`src/rtl/lsu_pkg.sv`:
```
// Shared encodings for the load/store unit: access sizes and FSM states.
package lsu_pkg;
    localparam logic [1:0] SZ_BYTE = 2'd0;
    localparam logic [1:0] SZ_HALF = 2'd1;
    localparam logic [1:0] SZ_WORD = 2'd2;

    typedef enum logic [1:0] {S_IDLE, S_ACCESS, S_MERGE, S_RESP} lsu_state_t;
endpackage

```
`src/rtl/lsu_lane.sv`:
```
// Little-endian lane logic: load extract/extend and sub-word store merge.
module lsu_lane
    import lsu_pkg::*;
(
    input  logic [1:0]  size_i,
    input  logic [1:0]  off_i,
    input  logic        uns_i,
    input  logic [31:0] rdata_i,
    input  logic [31:0] wdata_i,
    input  logic [31:0] old_i,
    output logic [31:0] load_o,
    output logic [31:0] merge_o
);
    logic [7:0]  b;
    logic [15:0] h;

    always_comb begin
        b       = rdata_i[{off_i, 3'b000} +: 8];
        h       = rdata_i[{off_i[1], 4'b0000} +: 16];
        load_o  = rdata_i;
        merge_o = wdata_i;
        case (size_i)
            SZ_BYTE: begin
                load_o  = {{24{b[7] & ~uns_i}}, b};
                merge_o = old_i;
                merge_o[{off_i, 3'b000} +: 8] = wdata_i[7:0];
            end
            SZ_HALF: begin
                load_o  = {{16{h[15] & ~uns_i}}, h};
                merge_o = old_i;
                merge_o[{off_i[1], 4'b0000} +: 16] = wdata_i[15:0];
            end
            default: ;
        endcase
    end
endmodule

```
`src/rtl/load_store_unit.sv`:
```
// Memory-stage load/store unit in front of a word-addressed dmem; sub-word
// stores are done as read-modify-write over ACCESS and MERGE.
module load_store_unit
    import lsu_pkg::*;
#(
    parameter int MEM_WORDS = 256
) (
    input  logic        clk,
    input  logic        reset,
    input  logic        req_valid,
    output logic        req_ready,
    input  logic        req_write,
    input  logic [1:0]  req_size,
    input  logic        req_unsigned,
    input  logic [31:0] req_addr,
    input  logic [31:0] req_wdata,
    output logic        resp_valid,
    input  logic        resp_ready,
    output logic [31:0] resp_rdata,
    output logic        resp_error,
    output logic [31:0] mem_address,
    output logic [31:0] mem_writeData,
    output logic        mem_memWrite,
    output logic        mem_memRead,
    input  logic [31:0] mem_readData
);
    lsu_state_t  state_q;
    logic        write_q, uns_q, err_q;
    logic [1:0]  size_q;
    logic [31:0] addr_q, wdata_q, old_q, rdata_q;
    logic [31:0] load_w, merge_w;
    logic        req_err, in_acc, in_merge, word_st;

    // Upper address bits are range-checked, never truncated into the array.
    assign req_err = (req_size == 2'd3)
                  || (req_size == SZ_HALF && req_addr[0])
                  || (req_size == SZ_WORD && req_addr[1:0] != 2'b00)
                  || ({2'b00, req_addr[31:2]} >= 32'(MEM_WORDS));

    lsu_lane u_lane (
        .size_i  (size_q),
        .off_i   (addr_q[1:0]),
        .uns_i   (uns_q),
        .rdata_i (mem_readData),
        .wdata_i (wdata_q),
        .old_i   (old_q),
        .load_o  (load_w),
        .merge_o (merge_w)
    );

    always_ff @(posedge clk or posedge reset) begin
        if (reset) begin
            state_q <= S_IDLE;
            write_q <= 1'b0;
            uns_q   <= 1'b0;
            err_q   <= 1'b0;
            size_q  <= SZ_BYTE;
            addr_q  <= '0;
            wdata_q <= '0;
            old_q   <= '0;
            rdata_q <= '0;
        end else begin
            case (state_q)
                S_IDLE: if (req_valid) begin
                    write_q <= req_write;
                    size_q  <= req_size;
                    uns_q   <= req_unsigned;
                    addr_q  <= req_addr;
                    wdata_q <= req_wdata;
                    err_q   <= req_err;
                    rdata_q <= '0;
                    state_q <= req_err ? S_RESP : S_ACCESS;
                end
                S_ACCESS: begin
                    if (!write_q) begin
                        rdata_q <= load_w;
                        state_q <= S_RESP;
                    end else if (size_q == SZ_WORD) begin
                        state_q <= S_RESP;
                    end else begin
                        old_q   <= mem_readData;
                        state_q <= S_MERGE;
                    end
                end
                S_MERGE: state_q <= S_RESP;
                S_RESP:  if (resp_ready) state_q <= S_IDLE;
                default: state_q <= S_IDLE;
            endcase
        end
    end

    // Strobes decode only registered state, so reset clears them asynchronously
    // and address/data (from registers) are stable while they are high.
    assign in_acc   = (state_q == S_ACCESS);
    assign in_merge = (state_q == S_MERGE);
    assign word_st  = in_acc && write_q && (size_q == SZ_WORD);

    assign req_ready     = (state_q == S_IDLE);
    assign resp_valid    = (state_q == S_RESP);
    assign resp_rdata    = resp_valid ? rdata_q : '0;
    assign resp_error    = resp_valid && err_q;
    assign mem_memRead   = in_acc && (!write_q || size_q != SZ_WORD);
    assign mem_memWrite  = word_st || in_merge;
    assign mem_address   = (in_acc || in_merge) ? {2'b00, addr_q[31:2]} : '0;
    assign mem_writeData = in_merge ? merge_w : (word_st ? wdata_q : '0);
endmodule

```
`config.mk`:
```
export PLATFORM = sky130hd
export DESIGN_NAME = load_store_unit
export DESIGN_NICKNAME = d
export VERILOG_FILES = /design/src/rtl/lsu_pkg.sv /design/src/rtl/lsu_lane.sv /design/src/rtl/load_store_unit.sv
export SDC_FILE = /design/constraint.sdc
export NUM_CORES = 1
export LEC_CHECK = 0
export ABC_CLOCK_PERIOD_IN_PS = 12300
export CORE_ASPECT_RATIO = 0.9
export CORE_MARGIN = 8
export CORE_UTILIZATION = 27
export CTS_CLUSTER_DIAMETER = 200
export DETAILED_ROUTE_END_ITERATION = 16
export DONT_BUFFER_PORTS = 1
export GPL_TIMING_DRIVEN = 0
export PLACE_DENSITY_LB_ADDON = 0.15
export SLEW_MARGIN = 20
export SYNTH_ARGS = -nofsm -noshare
export SYNTH_HDL_FRONTEND = slang
export SYNTH_HIERARCHICAL = 1
export SYNTH_SLANG_ARGS = --single-unit
```
`constraint.sdc`:
```
create_clock -name clk -period 12.3 [get_ports clk]
set_clock_uncertainty 0.2 [all_clocks]
set_input_delay 1.23 -clock clk [delete_from_list [all_inputs] [get_ports clk]]
set_output_delay 1.23 -clock clk [all_outputs]
set_load 0.05 [all_outputs]
```
[Word level (Yosys, flattened, before mapping)]
Cells that the tools add are included.
Word-level totals
  flip-flop bits (word level): 135
  bits in latches: 0
  bits in writable memories: 0
  ROM bits: 0
  input port bits: 104
  output and inout bits: 101
  word-level logic and storage cells: 72
  memories: 0
Operators by class
  $add $sub $neg: 2
  multipliers: 0
  div/mod/pow operators: 0
  order comparisons: 1
  equality and inequality tests: 12
  shift operators: 6
  mux-type cells: 17
  bitwise operators: 4
  reduce and logical (&&, ||, !) cells: 21
Operators by type and width (number)
  32-bit one-hot mux with 2 select lines: 3
  32-bit 2-to-1 mux: 5
  32-bit bitwise mux: 2
  16-bit by 7-bit variable shift with 32-bit output, first input constant: 1
  8-bit by 7-bit variable shift with 32-bit output, first input constant: 1
  16-bit by 7-bit variable part select with 32-bit output: 1
  32-bit by 6-bit variable part select with 16-bit output: 1
  32-bit by 6-bit variable part select with 8-bit output: 1
  8-bit by 7-bit variable part select with 32-bit output: 1
  30-bit by 9-bit >= comparator with 1-bit output, second input constant: 1
  30-bit 2-to-1 mux: 1
  5-bit negator with 7-bit output: 2
  2-bit equality test, second input constant: 5
  2-bit one-hot mux with 4 select lines: 1
  2-bit by 1-bit equality test with 1-bit output, second input constant: 3
  1-bit logical AND: 6
  1-bit logical OR: 6
  2-bit 2-to-1 mux: 3
  2-bit inequality test, second input constant: 3
  3-bit AND reduction: 2
  2-bit logical NOT: 2
  2-bit AND reduction: 2
  2-bit nonzero test: 2
  1-bit bitwise AND: 2
  other kinds (4): 6

[Depth between registers and ports, before layout]
Gate-level depths: netlist (run 1).
  depth after elaboration: 8
  gate-level depth with buffers: 11
  depth with buffers taken out: 8

[Modules after synthesis]
Netlist (run 1), hierarchy kept.
By module, submodules not included
  load_store_unit: instances 1, cells each 536, area an instance 6224.7 um^2, seq. area each 3378.2 um^2
  lsu_lane: instances 1, cells each 276, area an instance 1950.6 um^2, seq. area each 0.0 um^2

[Least setup slack after synthesis (run 1)]
No wires, ideal clock.
  kind: register -> output
  start: register addr_q[1]
  end: output mem_writeData[2]
  arrival time: 3041 ps
  required time: 10870 ps
  slack: 7829 ps
  stages on the path, launching flop included: 9
  path buffers: 2
  cells stage by stage: dfrtp_1 buf_2 inv_1 clkbuf_1 ha_1 o41ai_1 a221o_1 mux2i_1 nor2_1
Between the ends
  word-level cells in the longest chain between the ends: 5
  elaborated cells on any way between the ends: 10
  those cells by class: 2 x add/sub; 4 x shift; 4 x mux
Ends and longest elaborated chain
  start, declared: line load_store_unit.sv:30  | logic [31:0] addr_q, wdata_q, old_q, rdata_q;
  start signal, assigned: line load_store_unit.sv:68  | addr_q <= req_addr;
  5-bit negator with 7-bit output, on equally long branches: line lsu_lane.sv:31, lsu_lane.sv:26
  16-bit by 7-bit variable part select with 32-bit output, or another cell as far along: line lsu_lane.sv:31  | merge_o[{off_i[1], 4'b0000} +: 16] = wdata_i[15:0];
  32-bit bitwise mux, on equally long branches: line lsu_lane.sv:31, lsu_lane.sv:26
  32-bit one-hot mux with 2 select lines (*): line lsu_lane.sv:22  | case (size_i)
  via merge_w[2]: line load_store_unit.sv:31  | logic [31:0] load_w, merge_w;
  32-bit 2-to-1 mux (*): line load_store_unit.sv:105  | assign mem_writeData = in_merge ? merge_w : (word_st ? wdata_q : '0);
  end, declared: line load_store_unit.sv:22  | output logic [31:0] mem_writeData,
The timed path passes the listed nets; every way through them passes the cells marked *.

[Final worst setup path (run 1)]
  start: register addr_q[1]
  end: output mem_writeData[30]
The elaborated chain is that of the path after synthesis.

==> out/qor.csv, run 1 <==
stage,metric,value,unit
floorplan,IO Pins,205,
drt,DRT Pass-1 Iters,5,
layout,area of the multi-input gates,4428,um2
power,Power Dens Cells,362.9,nW/um2
power,Leakage,0.003985,uW
synthesis,library cells used by synthesis,52,
grt,vias in the first global route,6718,
layout,number of fill cells,3191,
critical_path,Top Family by Delay on Critical Path,simple AND/OR/NAND/NOR gates,
run_status,outcome,finished clean,
floorplan,Initial Utilization,27.36,%
synthesis,post-synthesis sequential area ratio,41.32,%
drt,wire length on met2,13580,um
grt,initial antenna violation count,10,
clock_tree,# resized after CTS,0,
sta,RSZ-0062 raised after global routing,false,
critical_path,worst r2r path cells,6,
synthesis,synthesized flop and latch total,135,
critical_path,CP Data Required Time,10.87,ns
clock_tree,H-tree levels,4,
clock_tree,CTS tree,built,
grt,first-pass GRT wire length,44620,um
critical_path,Critical Path Max Stage Delay,0.80,ns
drt,vias per cell,5.034,
clock_tree,Clock Path Buffers,2,
critical_path,worst-path cell chain,buf_2 -> inv_1 -> clkbuf_1 -> ha_1 -> or2_2 -> clkbuf_1 -> nor4_4 -> nand2_1 -> a2bb2oi_1 -> mux2i_1 -> nor2_1,
drt,M1 WL,12860,um
synthesis,"FFs w/ async S/R, synth",100.0,%
layout,fraction of layout cells with a size suffix above 1,22.70,%
power,peak supply drop,0.0001629,V
sta,Slew headroom,29.30,%
floorplan,die width,199.4,um
placement,Placer Congestion,0.7934,
drt,WL/cell,23.92,um
clock_tree,CTS root buffer,clkbuf_16,
critical_path,critical path peak fanout,12,
synthesis,Syn Area/Cell,10.07,um2
critical_path,CP max stage cell,nor2_1,
worst_hold_path,hold path startpoint,rdata_q[6],
synthesis,Synth area leader,dfrtp_1,
clock_tree,clk sinks,135,
sta,Max Slew Vio Count,0,
sta,post-layout minimum cycle time,5.756,ns
critical_path,r2r setup slk,9.69,ns
floorplan,standard-cell row count,60,
clock_tree,TritonCTS Buffers,17,
clock_tree,clk_lat worst skew,0.42,ns
sta,Final setup viols,0,
critical_path,worst path arrival time,4.33,ns
floorplan,die footprint,36110,um2
critical_path,most used cell along the critical path,clkbuf_1,
synthesis,Post-synth EDFFs,0,
critical_path,CP Class,reg -> out,
synthesis,Mapped Cells,812,
critical_path,crit end category,output port,
grt,largest net degree at the start of global routing,74,
placement,Cells after DPL,1217,
critical_path,WP buf/inv,4,
layout,register area,3378,um2
critical_path,Setup crit start,addr_q[1],
clock_tree,Post-CTS Setup Inserts,0,
placement,HPWL Detailed,23230,um
sta,Setup Total Neg Slack,0,ns
drt,Initial DRC Count,453,
floorplan,die height,181.1,um
placement,I/O Buffers,0,
layout,NumNets Final,946,
sta,worst hold slack,0.2559,ns
clock_tree,clk slew on worst S/H paths,0.06,ns
grt,All-Layer GR Usage,16.66,%
floorplan,Core Area,29880,um2
critical_path,r2r startpoint,state_q[0],
critical_path,Crit. path cell count,11,
drt,highest routed layer,met5,
critical_path,CP Capture Point,mem_writeData[30],
layout,final instance count without filler cells,1249,
sta,Final Hold Viols,0,
grt,GRT overflow,0,
drt,Post-route DRC,0,
job,max cap viols,0,
synthesis,Yosys warning count,6,
critical_path,crit start category,register,
synthesis,Area contributors post-synth,"dfrtp_1, mux2_2, nand2_1, mux2i_1, and2_1",
drt,met3 wire len,3044,um
synthesis,synthesized cell area,8175,um2
layout,area added between synthesis and finish,14.29,%
drt,Post-Route WL,29870,um
layout,Layout Utilization,31.27,%
synthesis,ys flop type,dfrtp_1,
clock_tree,CTS Hold Bufs,0,
drt,via count,6288,
drt,ANT nets after route,0,
worst_hold_path,Min-Delay Path Class,reg -> reg,
sta,Worst Max-Slew Pin Slew,1.057,ns
synthesis,Synth top area share,41.32,%
critical_path,FF-to-FF End,wdata_q[29],
sta,"Period Utilization, post-route",46.80,%
sta,Fmax,0.1737,GHz
layout,n_diodes,0,
worst reg2reg max path: cells and delay by family (launching register included):
kind	cells	cell delay (ns)
simple gates	1	0.28
buf+inv	3	0.75
fa+ha+maj	1	0.55
mux	1	0.30
flops	1	0.41
cells in the final DEF, fill, tap and decap left out, types with 6 or more instances in the layout:
cell type,synthesis,layout
a21oi_1,12,12
a21oi_2,10,10
a221o_1,29,29
a221oi_1,7,7
a222oi_1,7,7
a22o_1,9,9
a2bb2oi_1,9,9
a31o_2,6,6
and2_1,63,63
buf_1,7,7
buf_2,25,25
buf_6,7,7
clkbuf_1,21,22
clkbuf_16,0,17
dfrtp_1,135,135
ha_1,9,9
inv_1,9,8
mux2_1,30,30
mux2_2,94,94
mux2i_1,41,41
nand2_1,123,123
nand3_1,32,32
nor2_1,49,49
nor2b_1,15,15
nor3b_1,9,9
o21ai_0,12,12
how the worst min path moves through the flow:
stage	to	cells past startpoint
after floorplan	rdata_q[0]	2
after global placement	rdata_q[6]	2
after detailed placement	rdata_q[1]	2
after CTS	rdata_q[1]	2
after global routing	rdata_q[6]	2
final	rdata_q[6]	2
Yosys cell counts (10+ instances only):
library cell	instances
mux2_1	30
clkbuf_1	21
and2_1	63
mux2i_1	41
nand3_1	32
o21ai_0	12
nor2_1	49
dfrtp_1	135
nand2_1	123
a221o_1	29
a21oi_1	12
a21oi_2	10
mux2_2	94
buf_2	25
nor2b_1	15
through the flow:
step	instance area (um2)	setup WS [ns]	total power, uW
2_1_floorplan	8179	7.259	2421
3_3_place_gp	8683	5.336	2852
3_5_place_dp	8730	7.020	2872
4_1_cts	9344	6.533	3432
5_1_grt	9344	6.179	3623
6_report	9344	6.544	3391
where the power goes:
| part | internal (uW) | total [uW] | switching (uW) |
|---|---|---|---|
| clock network | 327 | 544 | 216 |
| registers | 660 | 877 | 217 |
| logic | 650 | 1970 | 1320 |
| total | 1640 | 3390 | 1750 |
routing by layer:
metal / track usage [%] / vias up
met5: 0 / -
met4: 3.235 / 20
met3: 7.858 / 40
met2: 26.36 / 187
met1: 20.48 / 3111
li1: - / 2930
cell type report:
type	instances	share of cell area, %
Tap cell	403	5.396
Buffer	65	3.709
Inverter	10	0.4821
Clock buffer	19	4.740
Sequential cell	135	36.15
Multi-Input combinational cell	603	47.39
Clock inverter	13	1.834
Timing Repair Buffer	1	0.2946
registers in the layout, summed over array words and instances, names as in the netlist:
register and flops:
old_q 32, uns_q 1, err_q 1, rdata_q 32, size_q 2, wdata_q 32
state_q 2, addr_q 32, write_q 1
logic make-up (layout without fill, tap and decap cells):
kind of cell             count (synthesis)  in the layout  synth area share, %
flip-flops                             135            135                41.32
adder cells (fa/ha/maj)                  9              9                1.377
buffers and inverters                   75            108                4.699
AO/OA/AOI/OAI                          114            114                11.72
AND/OR/NAND/NOR                        313            313                18.73
other                                    1              2              0.04587
multiplexers                           165            165                22.10
No activity file was read; power rests on OpenSTA's default activity.
==> run 2, diff against run 1 <==
--- a/config.mk
+++ b/config.mk
@@ -5,7 +5,7 @@
 export SDC_FILE = /design/constraint.sdc
 export NUM_CORES = 1
 export LEC_CHECK = 0
-export ABC_CLOCK_PERIOD_IN_PS = 12300
+export ABC_CLOCK_PERIOD_IN_PS = 4600
 export CORE_ASPECT_RATIO = 0.9
 export CORE_MARGIN = 8
 export CORE_UTILIZATION = 27
==> constraint.sdc (replaced) <==
create_clock -name clk -period 4.6 [get_ports clk]
set_clock_uncertainty 0.2 [all_clocks]
set_input_delay 0.46 -clock clk [delete_from_list [all_inputs] [get_ports clk]]
set_output_delay 0.46 -clock clk [all_outputs]
set_load 0.05 [all_outputs]
==> run 2 against run 1 <==
Effect of this change: first-iteration DRC count up 23%; register-to-register slack worse by 7.7 ns; via count up 7.1%; setup slack worse by 6.4 ns; flip-flop and latch count unchanged; wire length up 4.6%; sequential power rose to 2.7 times the previous value; cell count up 8.2%.
==> out/qor.csv, run 2 (same netlist as run 1, synthesis figures left out) <==
stage,metric,value,unit
grt,first-pass GRT wire length,47550,um
clock_tree,H-tree levels,4,
critical_path,Critical Path Max Stage Delay,0.55,ns
power,peak supply drop,0.0004493,V
critical_path,worst path arrival time,3.77,ns
placement,"worst slack, placed",0.09013,ns
sta,post-route setup slack,0.1727,ns
sta,Setup Total Neg Slack,0,ns
sta,RSZ-0062 raised after global routing,false,
clock_tree,clk_lat worst skew,0.42,ns
layout,highest-count cells in the layout ignoring fill and taps,"dfrtp_1, nand2_1, dlygate4sd3_1",
run_status,outcome,finished clean,
clock_tree,Clock Path Buffers,2,
drt,Post-Route WL,31260,um
layout,Layout Utilization,35.14,%
drt,Post-route DRC,0,
critical_path,Top Family by Delay on Critical Path,simple AND/OR/NAND/NOR gates,
grt,vias in the first global route,7290,
floorplan,standard-cell row count,60,
grt,initial antenna violation count,0,
clock_tree,TritonCTS Buffers,17,
drt,WL/cell,23.14,um
layout,n_diodes,0,
placement,I/O Buffers,0,
floorplan,die width,199.4,um
critical_path,CP Data Required Time,3.94,ns
placement,post-place instance area,8730,um2
grt,largest net degree at the start of global routing,74,
sta,Slew headroom,36.16,%
sta,"Period Utilization, post-route",96.25,%
grt,All-Layer GR Usage,17.54,%
layout,"commonest non-fill, non-tap cell in the layout",dfrtp_1,
job,max cap viols,0,
placement,HPWL Detailed,23230,um
critical_path,CP max stage cell,ha_1,
layout,post-route cell area,10500,um2
critical_path,crit start category,register,
critical_path,worst-path cell chain,buf_2 -> inv_1 -> clkbuf_1 -> ha_1 -> or4bb_1 -> nor2_1 -> nand2_1 -> nand2_1 -> mux2i_1 -> nor2_2,
layout,NumNets Final,1048,
sta,Fmax,0.2259,GHz
critical_path,most used cell along the critical path,nand2_1,
placement,Placer Congestion,0.7934,
sta,Final setup viols,0,
sta,post-layout minimum cycle time,4.427,ns
sta,Max Slew Vio Count,0,
drt,ANT nets after route,0,
sta,Worst Max-Slew Pin Slew,0.9503,ns
clock_tree,CTS tree,built,
power,Leakage,0.004420,uW
layout,number of fill cells,3102,
floorplan,die height,181.1,um
drt,Initial DRC Count,558,
floorplan,Core Area,29880,um2
drt,DRT Pass-1 Iters,5,
critical_path,critical path peak fanout,12,
critical_path,crit end category,output port,
clock_tree,clk slew on worst S/H paths,0.07,ns
clock_tree,clk sinks,135,
drt,vias per cell,4.983,
grt,GRT overflow,0,
worst_hold_path,Min-Delay Path Class,in -> reg,
sta,Final Hold Viols,0,
critical_path,WP buf/inv,3,
floorplan,die footprint,36110,um2
drt,via count,6732,
floorplan,IO Pins,205,
layout,area added between synthesis and finish,28.44,%
power,Power Dens Cells,887.7,nW/um2
floorplan,Initial Utilization,27.36,%
clock_tree,CTS root buffer,clkbuf_16,
layout,fraction of layout cells with a size suffix above 1,22.78,%
critical_path,CP Class,reg -> out,
run 2: changes by cell type in the layout (fill, tap and decap cells not counted), sizes merged:
cell         before  now
dlygate4sd3       0  101
buf              45   46
run 2: layer usage:
metal	track usage [%]	wire [um]	share of wire [%]
met2	27.58	14270	46
met4	3.971	375	1.2
met1	22.67	13820	44
met5	0	0	0
met3	6.353	2794	8.9
run 2: stage by stage:
stage | hold WS [ns] | cells | power (uW)
after floorplan | 0.2304 | 813 | 6473
final | 0.09932 | 1351 | 9321
after global placement | 0.2470 | 1216 | 7627
after CTS | 0.07471 | 1350 | 9370
after detailed placement | 0.1834 | 1217 | 7679
after global routing | 0.1207 | 1351 | 9957
run 2: final timing paths:
kind	startpoint	to	slack, ns	cells past startpoint
max in group asynchronous	reset	rdata_q[1]	3.05	3
worst max-delay path	addr_q[1]	mem_writeData[15]	0.17	10
worst min-delay path	mem_readData[16]	rdata_q[16]	0.1	4
min in group asynchronous	reset	addr_q[25]	0.39	2
worst min register to register	rdata_q[6]	rdata_q[6]	0.26	2
worst max register to register	state_q[0]	addr_q[4]	1.98	6
run 2: power breakdown:
part	switching, uW	total [uW]	internal [uW]	leakage [uW]
Clock	579	1450	875	0.000295
Sequential	582	2350	1770	0.00166
Combinational	3670	5520	1840	0.00247
run 2: layout make-up:
cell class,instances,area (um2),area share (%)
Multi-Input combinational cell,603,4564,43.47
Sequential cell,135,3379,32.19
Timing Repair Buffer,103,1046,9.962
Tap cell,403,504.2,4.802
Clock buffer,19,442.9,4.218
Buffer,65,346.6,3.301
Clock inverter,13,171.4,1.632
Inverter,10,45.04,0.4290
run 2: timing repair:
| item | CTS | global route |
|---|---|---|
| hold buffers | 101 | 0 |
| hold endpoints to repair | 162 | 0 |
| buffers inserted | 0 | 1 |
| gates resized for setup | 30 | 8 |
| setup endpoints to repair | 22 | 24 |
| pin swaps | 0 | 2 |
run 2: worst reg2reg max path: cells and delay by family, from the launching register on:
kind	cells	cell delay, ns
flops	1	0.41
fa+ha+maj	1	0.55
mux	1	0.31
buf+inv	3	0.76
simple gates	1	0.29
